**src/rtl/image_buffer.sv**
```systemverilog
// Image capture buffer: assembles SPI bytes into a flat image register and
// reports fill status to the controller FSM and the inference core.
module image_buffer #(
  parameter int IMG_BITS = 784,
  localparam int IMG_BYTES = IMG_BITS / 8,
  localparam int CNT_W = $clog2(IMG_BYTES + 1)
) (
  input  logic                clk,
  input  logic                rst_n,
  input  logic [7:0]          data_in,
  input  logic                write_enable,
  input  logic                clear_buffer,
  output logic                buffer_full,
  output logic                buffer_empty,
  output logic                overflow,
  output logic [CNT_W-1:0]    byte_count,
  output logic                img_valid,
  output logic [IMG_BITS-1:0] img_out
);

  localparam int IDX_W = $clog2(IMG_BITS);
  localparam logic [CNT_W-1:0] CNT_ZERO = {CNT_W{1'b0}};
  localparam logic [CNT_W-1:0] CNT_ONE  = CNT_W'(1);
  localparam logic [CNT_W-1:0] CNT_LAST = CNT_W'(IMG_BYTES - 1);
  localparam logic [CNT_W-1:0] CNT_FULL = CNT_W'(IMG_BYTES);

  if (IMG_BITS % 8 != 0) begin : g_bad_img_bits
    $error("image_buffer: IMG_BITS must be a multiple of 8");
  end

  typedef enum logic [1:0] {
    EMPTY   = 2'd0,
    FILLING = 2'd1,
    FULL    = 2'd2
  } state_t;

  state_t              state_r, state_s;
  logic [IMG_BITS-1:0] img_r, img_s;
  logic [CNT_W-1:0]    count_r, count_s;
  logic                overflow_r, overflow_s;
  logic                full_r, empty_r, valid_r;
  logic [IDX_W-1:0]    base_s;

  assign base_s = IDX_W'({count_r, 3'b000});

  // Next-state and next-contents decode; clear has priority over a write.
  always_comb begin
    state_s    = state_r;
    img_s      = img_r;
    count_s    = count_r;
    overflow_s = overflow_r;
    if (clear_buffer) begin
      state_s    = EMPTY;
      img_s      = {IMG_BITS{1'b0}};
      count_s    = CNT_ZERO;
      overflow_s = 1'b0;
    end else if (write_enable) begin
      case (state_r)
        EMPTY, FILLING: begin
          img_s[base_s +: 8] = data_in;
          count_s            = count_r + CNT_ONE;
          state_s            = (count_r == CNT_LAST) ? FULL : FILLING;
        end
        FULL: begin
          overflow_s = 1'b1;
        end
        default: begin
          state_s = EMPTY;
        end
      endcase
    end else begin
      state_s = state_r;
    end
  end

  // State, contents and status flags, all registered from the same next values.
  always_ff @(posedge clk or negedge rst_n) begin
    if (!rst_n) begin
      state_r    <= EMPTY;
      img_r      <= {IMG_BITS{1'b0}};
      count_r    <= CNT_ZERO;
      overflow_r <= 1'b0;
      full_r     <= 1'b0;
      empty_r    <= 1'b1;
      valid_r    <= 1'b0;
    end else begin
      state_r    <= state_s;
      img_r      <= img_s;
      count_r    <= count_s;
      overflow_r <= overflow_s;
      full_r     <= (count_s == CNT_FULL);
      empty_r    <= (count_s == CNT_ZERO);
      valid_r    <= (state_s == FULL);
    end
  end

  assign img_out      = img_r;
  assign byte_count   = count_r;
  assign overflow     = overflow_r;
  assign buffer_full  = full_r;
  assign buffer_empty = empty_r;
  assign img_valid    = valid_r;

endmodule

```
**config.mk**
```make
export PLATFORM = sky130hd
export DESIGN_NAME = image_buffer
export DESIGN_NICKNAME = d
export VERILOG_FILES = /design/src/rtl/image_buffer.sv
export SDC_FILE = /design/constraint.sdc
export NUM_CORES = 1
export LEC_CHECK = 0
export BUFFER_PORTS_ARGS = -buffer_cell sky130_fd_sc_hd__buf_4
export CORE_AREA = 2 2 312 314
export DETAILED_ROUTE_END_ITERATION = 10
export DIE_AREA = 0 0 314 316
export RECOVER_POWER = 100
export SETUP_SLACK_MARGIN = 0.3
export SYNTH_ARGS = -nofsm -noshare
export SYNTH_HDL_FRONTEND = slang
export SYNTH_SLANG_ARGS = --single-unit
```
**constraint.sdc**
```tcl
create_clock -name clk -period 3.8 [get_ports clk]
set_input_delay 0.57 -clock clk [delete_from_list [all_inputs] [get_ports clk]]
set_output_delay 0.57 -clock clk [all_outputs]
set_load 0.01 [all_outputs]
```
==> impl_summary.md, run 1 <==
Drt
The number of nets with antenna violations after detailed routing is 0. The ratio of routed vias to standard cells is 5.456. The wire length after detailed routing is between 100000 and 150000 µm. For this run, design rule violations remaining after detail routing come to 0.

The violation count after the first detailed-routing iteration is 2590. The routed length per instance is ~28 µm. Summing over every cut layer, the via total after detailed routing is approximately 27000. The number of iterations in the first detailed-routing pass is 5.

Worst setup path
The endpoint identified for the worst register-to-register timing path is img_out[301]. STA classifies the critical path endpoint as a register. For the worst setup path, the data arrival time is 4.16 ns. The worst flop-to-flop path startpoint is byte_count[3].

The flop-to-flop setup slack is 0.21 ns. The worst setup path is launched from a register. The cell depth of the worst flop-to-flop path is 5.

The required time at the endpoint of the critical path is 4.36 ns. The critical path in this run is classified as register to register. The critical-path maximum fanout is 24.

STA
The number of slew-limit violations in the final report came to ~270. The post-route minimum period is ~3.6 ns. The setup TNS after final layout is 0 ns.

The number of hold violations in the final report is 0. In the finished design, the share of the clock period the worst path needs comes to 0.9456. In this run the tightest slew margin relative to its limit is -1.096. Setup repair after global routing could not meet its margin everywhere. The slew at the pin with the worst max-slew slack is between 3 and 4 ns. The total of endpoints with negative setup slack in the final report is 0. The highest clock rate is between 0.2 and 0.3 GHz.

On the final layout, the worst clock skew is ~0.023 ns.

Layout
The library cell used most frequently in the layout, excluding fill and tap cells, is sky130_fd_sc_hd__clkbuf_1. At the end of the flow the core is filled with cells to 0.4387. The ratio of cells with drive above 1 in the final layout is 0.09032.

The footprint of the flip-flops and latches is roughly 20000 µm². In the final design database the tool counted about 3700 nets. The area overhead of the layout relative to synthesis is 24.02%. The library cells used most frequently in the layout, excluding fill and tap cells, are sky130_fd_sc_hd__clkbuf_1 (837), sky130_fd_sc_hd__dfrtp_1 (795), sky130_fd_sc_hd__mux2i_1 (326), sky130_fd_sc_hd__nand2b_1 (283), sky130_fd_sc_hd__o2bb2ai_1 (207). The area of the multi-input gates is about 13000 µm². The fill cell total of the finished layout is about 9600. The total non-filler cell area in the finished layout is 42110 µm².

Yosys
The number of distinct library cells after synthesis is slightly below 80. Synthesis handed over a netlist of between 2000 and 3000 instances. The share of async-settable or async-resettable flops after synthesis is 1.000. Of the synthesized area, sequential elements account for 0.5874.

The synthesized design contains 797 register bits. The cell area after technology mapping is approximately 34000 µm². The total nets after synthesis is approximately 2800. After synthesis, the mean cell area works out to around 12 µm².

Yosys printed 0 warnings. The number of synthesized flops with an enable pin is 0. For this run, the leading register cell type out of synthesis is sky130_fd_sc_hd__dfrtp_1.

Floorplanning
The region available for standard cell placement spans roughly 96000 µm². The initial utilization of the core area, before any placement, comes to 0.3537. Pin placement for this block handled between 800 and 900 I/O pins. The vertical die dimension is roughly 320 µm. The number of placement rows is roughly 110. The die area is ~99000 µm². Measured along the x axis, the die boundary spans between 300 and 400 µm.

Global route
The largest net degree at the start of global routing is about 190. The combined global-route utilization of all metal layers is 0.2783. The first global-routing pass estimated 201900 µm of wire. The number of antenna violations at the first check in global routing is 7. The total global routing overflow is 0.

The via count of the first global-routing pass is between 20000 and 30000.

Clock tree
The tree is rooted in a sky130_fd_sc_hd__clkbuf_16. The number of buffers on the longest clock path is 3. The number of clock buffers added by TritonCTS is 89. The clock latency on the worst-skew pair is around 0.66 ns. The number of levels the H-tree was split into is 3. The CTS tree is built.

The clock drives ~800 sinks. The total of hold buffers inserted after clock tree synthesis is 0. After clock tree synthesis, the clock-pin slew on the worst setup and hold paths is roughly 0.060 ns.

Pwr
The switching part of the total power is 0.2391. Of the total power, combinational logic draws 0.060. The switching component of the power is around 4600 µW.

The worst ir drop on vdd is 277.4 µV. The cell-internal power is ~14000 µW. The part of the power in the clock network is 0.493.

The share of total power dissipated in sequential elements is 0.447. Summed over all cells, the static leakage comes to between 0.015 and 0.02 µW. The ratio of total power to cell area is around 450 nW/µm².

Hold path
The hold-critical path depth is 2. The worst hold-check path type is primary input to register. The launch point of the worst hold path is clear_buffer. The terminating pin of the worst hold path is img_out[779].

Run status
The checks that failed: max-capacitance violations, max-slew violations. The flow ran to the end, but the final reports show violations.

Placement
The final HPWL from detailed placement is approximately 100000 µm. The area after detailed placement is ~42000 µm². The number of buffer cells added on primary ports is about 810. The global placer's final weighted congestion is roughly 0.86.

Flow run
The count of max-cap constraint violations is 2.
worst max-delay path, cell delays in order, from the launching register on:
cell and delay (ns):
sky130_fd_sc_hd__dfrtp_1 0.97, sky130_fd_sc_hd__nor3b_2 0.22, sky130_fd_sc_hd__xnor2_2 0.80, sky130_fd_sc_hd__o2111ai_1 0.81, sky130_fd_sc_hd__or3_1 0.55, sky130_fd_sc_hd__a21oi_1 0.15
cell usage after synthesis (all sizes together), types with 26 or more instances:
cell type,number,share of area
dfrtp,796,0.59
mux2i,326,0.096
nand2b,284,0.052
o2bb2ai,207,0.053
nor2,151,0.017
a22o,136,0.035
clkbuf,135,0.015
nand2,134,0.015
nand3,100,0.018
a21oi,88,0.013
buf,58,0.0087
o21ai,51,0.0075
nor2b,28,0.0052
nand3b,26,0.0057
nor3,26,0.0055
stage by stage:
step / std cells / total power [µW] / hold slack, ns / setup slack (ns)
finish: 4989 / 19050 / 0.2034 / 0.2067
global route: 4986 / 19630 / 0.1783 / 0.1452
CTS: 4981 / 19220 / 0.01472 / 0.2968
detailed placement: 4817 / 9851 / 0.4749 / 0.2825
global placement: 4817 / 9851 / 0.4730 / 0.3529
floorplan: 2796 / 9171 / 0.2744 / 0.4330
flip-flops by register name, indices dropped and copies added (netlist names):
name	flops
byte_count	7
state_r	2
img_out	784
buffer_full	1
img_valid	1
buffer_empty	1
overflow	1
cell families after synthesis:
logic type	count (synthesis)	share of synthesized area
mux	329	0.09709
compound gates	600	0.1451
buf+inv	199	0.02432
xor+xnor	13	0.003795
flops	797	0.5874
fa+ha+maj	5	0.001842
simple gates	853	0.1405
timing repair:
item | in CTS | in global routing
pin swaps | 1 | 1
hold endpoints to repair | 0 | 0
endpoints found under the setup margin | 14 | 223
buffers inserted | 1 | 4
gates resized for setup | 1 | 7
metal layers:
metal | up-vias | GRT usage | wire (µm)
li1 | 11840 | - | -
met2 | 1086 | 0.4435 | 66350
met1 | 14070 | 0.3624 | 58630
met3 | 231 | 0.08068 | 11680
met5 | - | 0 | 0
met4 | 0 | 0.09722 | 4905
cell type report:
cell class	count	share of cell area
sequential	797	0.4736
tap	1276	0.03791
multi-input combinational	1800	0.3133
clock inverter	34	0.01301
clock buffer	129	0.06224
inverter	6	0.0005348
timing repair buffer	943	0.09911
antenna	4	0.0002377
how the worst max path moves through the flow:
stage                             start  slack [ns]           end  cells after the start
final                     byte_count[3]        0.21  img_out[301]                      5
after global routing              rst_n        0.15  img_out[100]                      3
after CTS                 byte_count[1]        0.30  img_out[405]                      8
after detailed placement  byte_count[1]        0.28  img_out[140]                      9
after global placement    byte_count[1]        0.35  img_out[179]                      8
after floorplan           byte_count[0]        0.43  img_out[288]                     11
power by group through the flow:
stage / logic, µW / clock network [µW] / registers (µW)
2_1_floorplan: 502 / 0 / 8670
3_3_place_gp: 1190 / 0 / 8660
3_5_place_dp: 1190 / 0 / 8660
4_1_cts: 1190 / 9520 / 8510
5_1_grt: 1230 / 9890 / 8500
6_report: 1150 / 9400 / 8510
(Power assumes the default switching activity.)
==> run 2, diff against run 1 <==
Settings changed: RECOVER_POWER 100 to unset.
==> impl_summary.md, run 2 (same netlist as run 1, synthesis figures left out) <==
Worst setup path
The cell depth of the worst flop-to-flop path is 5 (unchanged). The required time at the endpoint of the critical path was 4.36 ns (about the same). The element type at the critical path start is a register (unchanged). The critical path data arrival time is 4.00 ns (was 4.16 ns). The reg-to-reg critical path endpoint is img_out[301] (unchanged). The worst flop-to-flop path startpoint is byte_count[3] (unchanged). The startpoint-to-endpoint class of the critical path is register to register (unchanged). The flop-to-flop setup slack is 0.36 ns (was 0.21 ns). The critical-path maximum fanout is 24 (unchanged).

The sort of element at the end of the critical path is a register (unchanged). The launching element of the worst setup path is byte_count[3] (unchanged).

Global route
The via count of the first global-routing pass came to 27260 (unchanged). The wire length of the first global-routing pass came to 201900 µm (unchanged). The combined global-route utilization of all metal layers is 0.2783 (unchanged).

The number of antenna violations at the first check in global routing is 7 (unchanged). The largest net degree at the start of global routing is 187 (unchanged). The total global routing overflow is 0 (unchanged).

Floorplanning
The die area came to 99220 µm² (unchanged). The core outline area is 95990 µm² (unchanged). The number of ports placed on the die boundary is 807 (unchanged). The starting density of the core is 0.3537 (unchanged). The vertical die dimension is 316 µm (unchanged). The floorplan die width is 314 µm (unchanged). The number of placement rows is 114 (unchanged).

STA
The highest clock rate is 0.2906 GHz (was 0.2783 GHz). The maximum clock skew at final layout came to 0.02348 ns (was 0.02255 ns). The post-route minimum period is 3.441 ns (was 3.593 ns). The worst relative slew slack came to 0.05715 (was -1.096).

The final clock period utilization by the worst path came to 0.9056 (was 0.9456). The total of endpoints with negative setup slack in the final report is 0 (unchanged). The number of slew-limit violations in the final report is 0 (was 266).

The number of hold violations in the final report was 0 (unchanged). The slew at the pin with the worst max-slew slack is 1.403 ns (was 3.144 ns). Unrepaired setup endpoints after global routing: true (unchanged). The setup TNS after final layout is 0 ns (unchanged).

Drt
The number of remaining DRC errors is 0 (unchanged). The violation count after the first detailed-routing iteration is 2638 (was 2590). The via total after detailed routing is 27220 (about the same).

The number of iterations in the first detailed-routing pass is 5 (unchanged). The wire length after detailed routing was 141600 µm (about the same). The routed length per instance is 28.39 µm (was 28.37 µm). The number of nets with antenna violations after detailed routing is 0 (unchanged). The ratio of routed vias to standard cells is 5.458 (was 5.456).

Hold path
The worst hold-check path type is primary input to async pin (was primary input to register).

Layout
The number of nets in the final layout is 3654 (unchanged). The total non-filler cell area in the finished layout came to 45520 µm² (was 42110 µm²). The fill cell total of the finished layout is 8932 (was 9623). Most frequent cells in the layout: sky130_fd_sc_hd__buf_4 (921), sky130_fd_sc_hd__dfrtp_1 (794), sky130_fd_sc_hd__mux2i_1 (326), sky130_fd_sc_hd__nand2b_1 (283), sky130_fd_sc_hd__o2bb2ai_1 (206) (was sky130_fd_sc_hd__clkbuf_1 (837), sky130_fd_sc_hd__dfrtp_1 (795), sky130_fd_sc_hd__mux2i_1 (326), sky130_fd_sc_hd__nand2b_1 (283), sky130_fd_sc_hd__o2bb2ai_1 (207)). The ratio of cells with drive above 1 in the final layout was 0.3176 (was 0.09032).

The most common cell after layout, fill and taps aside is sky130_fd_sc_hd__buf_4 (was sky130_fd_sc_hd__clkbuf_1). The area overhead of the layout relative to synthesis is 34.04% (was 24.02%). The flip-flop count of the largest register after layout is 784 (unchanged).

Clock tree
The clock transition time at the flip-flop clock pins of the worst setup and hold paths is 0.06 ns (about the same). The number of buffers on the longest clock path is 3 (unchanged). The number of levels the H-tree was split into is 3 (unchanged). The total number of clock tree sinks is 797 (unchanged). The clock latency on the worst-skew pair is 0.66 ns (about the same). The root buffer selected by CTS is sky130_fd_sc_hd__clkbuf_16 (unchanged). The CTS tree is built (unchanged).

The number of buffers created by CTS is 89 (unchanged).

Placement
The area after detailed placement is 42240 µm² (unchanged). The final HPWL from detailed placement is 100800 µm (unchanged). The number of buffer cells added on primary ports is 806 (unchanged). The global placer's final weighted congestion was 0.8584 (unchanged).

Run status
Status: finished, final reports clean (was finished with violations).

Pwr
The ratio of total power to cell area is 419.7 nW/µm² (was 452.4 nW/µm²). The worst ir drop on vdd is 280.2 µV (was 277.4 µV). The total leakage power came to 0.02227 µW (was 0.01874 µW).

Flow run
The count of max-cap constraint violations is 0 (was 2).
[run 2: changes by cell type in the layout (fill, tap and decap cells not counted), sizes merged]
cell	delta
buf	+835
clkbuf	-835
diode	-2
[run 2: critical path, cell delays in order (launching register included)]
cell and delay (ns):
sky130_fd_sc_hd__dfrtp_1 0.97, sky130_fd_sc_hd__nor3b_2 0.22, sky130_fd_sc_hd__xnor2_2 0.89, sky130_fd_sc_hd__o2111ai_2 0.63, sky130_fd_sc_hd__or3_1 0.48, sky130_fd_sc_hd__a21oi_1 0.14
[run 2: how the worst max path moves through the flow]
stage | to | slack, ns | depth (start not counted)
2_1_floorplan | img_out[288] | 0.43 | 11
3_3_place_gp | img_out[179] | 0.35 | 8
3_5_place_dp | img_out[140] | 0.28 | 9
4_1_cts | img_out[405] | 0.30 | 8
5_1_grt | img_out[51] | 0.28 | 5
6_report | img_out[301] | 0.36 | 5
[run 2: routing by layer]
| layer | vias to the layer above | share of wire | track usage |
|---|---|---|---|
| met2 | 1056 | 0.47 | 0.4435 |
| met3 | 215 | 0.080 | 0.08068 |
| met4 | 0 | 0.033 | 0.09722 |
| met1 | 14110 | 0.41 | 0.3624 |
| li1 | 11840 | - | - |
| met5 | - | 0 | 0 |
[run 2: timing repair]
| action | 4_1_cts | 5_1_grt |
|---|---|---|
| setup endpoints to repair | 14 | 223 |
| gates resized for setup | 1 | 7 |
| pin swaps | 1 | 1 |
| buffers inserted | 1 | 4 |
| hold buffers | 0 | 0 |
[run 2: final cells by class]
| cell class | count | area (µm²) | share of cell area |
|---|---|---|---|
| Antenna cell | 2 | 5.005 | 0.0001100 |
| Clock buffer | 129 | 2621 | 0.05759 |
| Inverter | 6 | 22.52 | 0.0004948 |
| Sequential cell | 797 | 19950 | 0.4383 |
| Timing Repair Buffer | 943 | 7345 | 0.1614 |
| Tap cell | 1276 | 1597 | 0.03508 |
| Multi-Input combinational cell | 1800 | 13430 | 0.2951 |
| Clock inverter | 34 | 548.0 | 0.01204 |
[run 2: power breakdown]
group / switching [µW] / internal (µW)
Combinational: 909 / 288
Clock: 3660 / 5740
Sequential: 8.04 / 8500
Total: 4580 / 14500
[run 2: per-stage QoR]
step                      cells  hold slack [ns]  worst slack (ns)  power, µW    util
after floorplan            2796           0.2744            0.4330       9171       -
after global placement     4817           0.4730            0.3529       9851  0.4401
after detailed placement   4817           0.4749            0.2825       9851  0.4401
after CTS                  4981          0.01472            0.2968      19220  0.4733
after global routing       4986          0.04992            0.2787      19670  0.4741
final                      4987          0.02597            0.3587      19100  0.4742
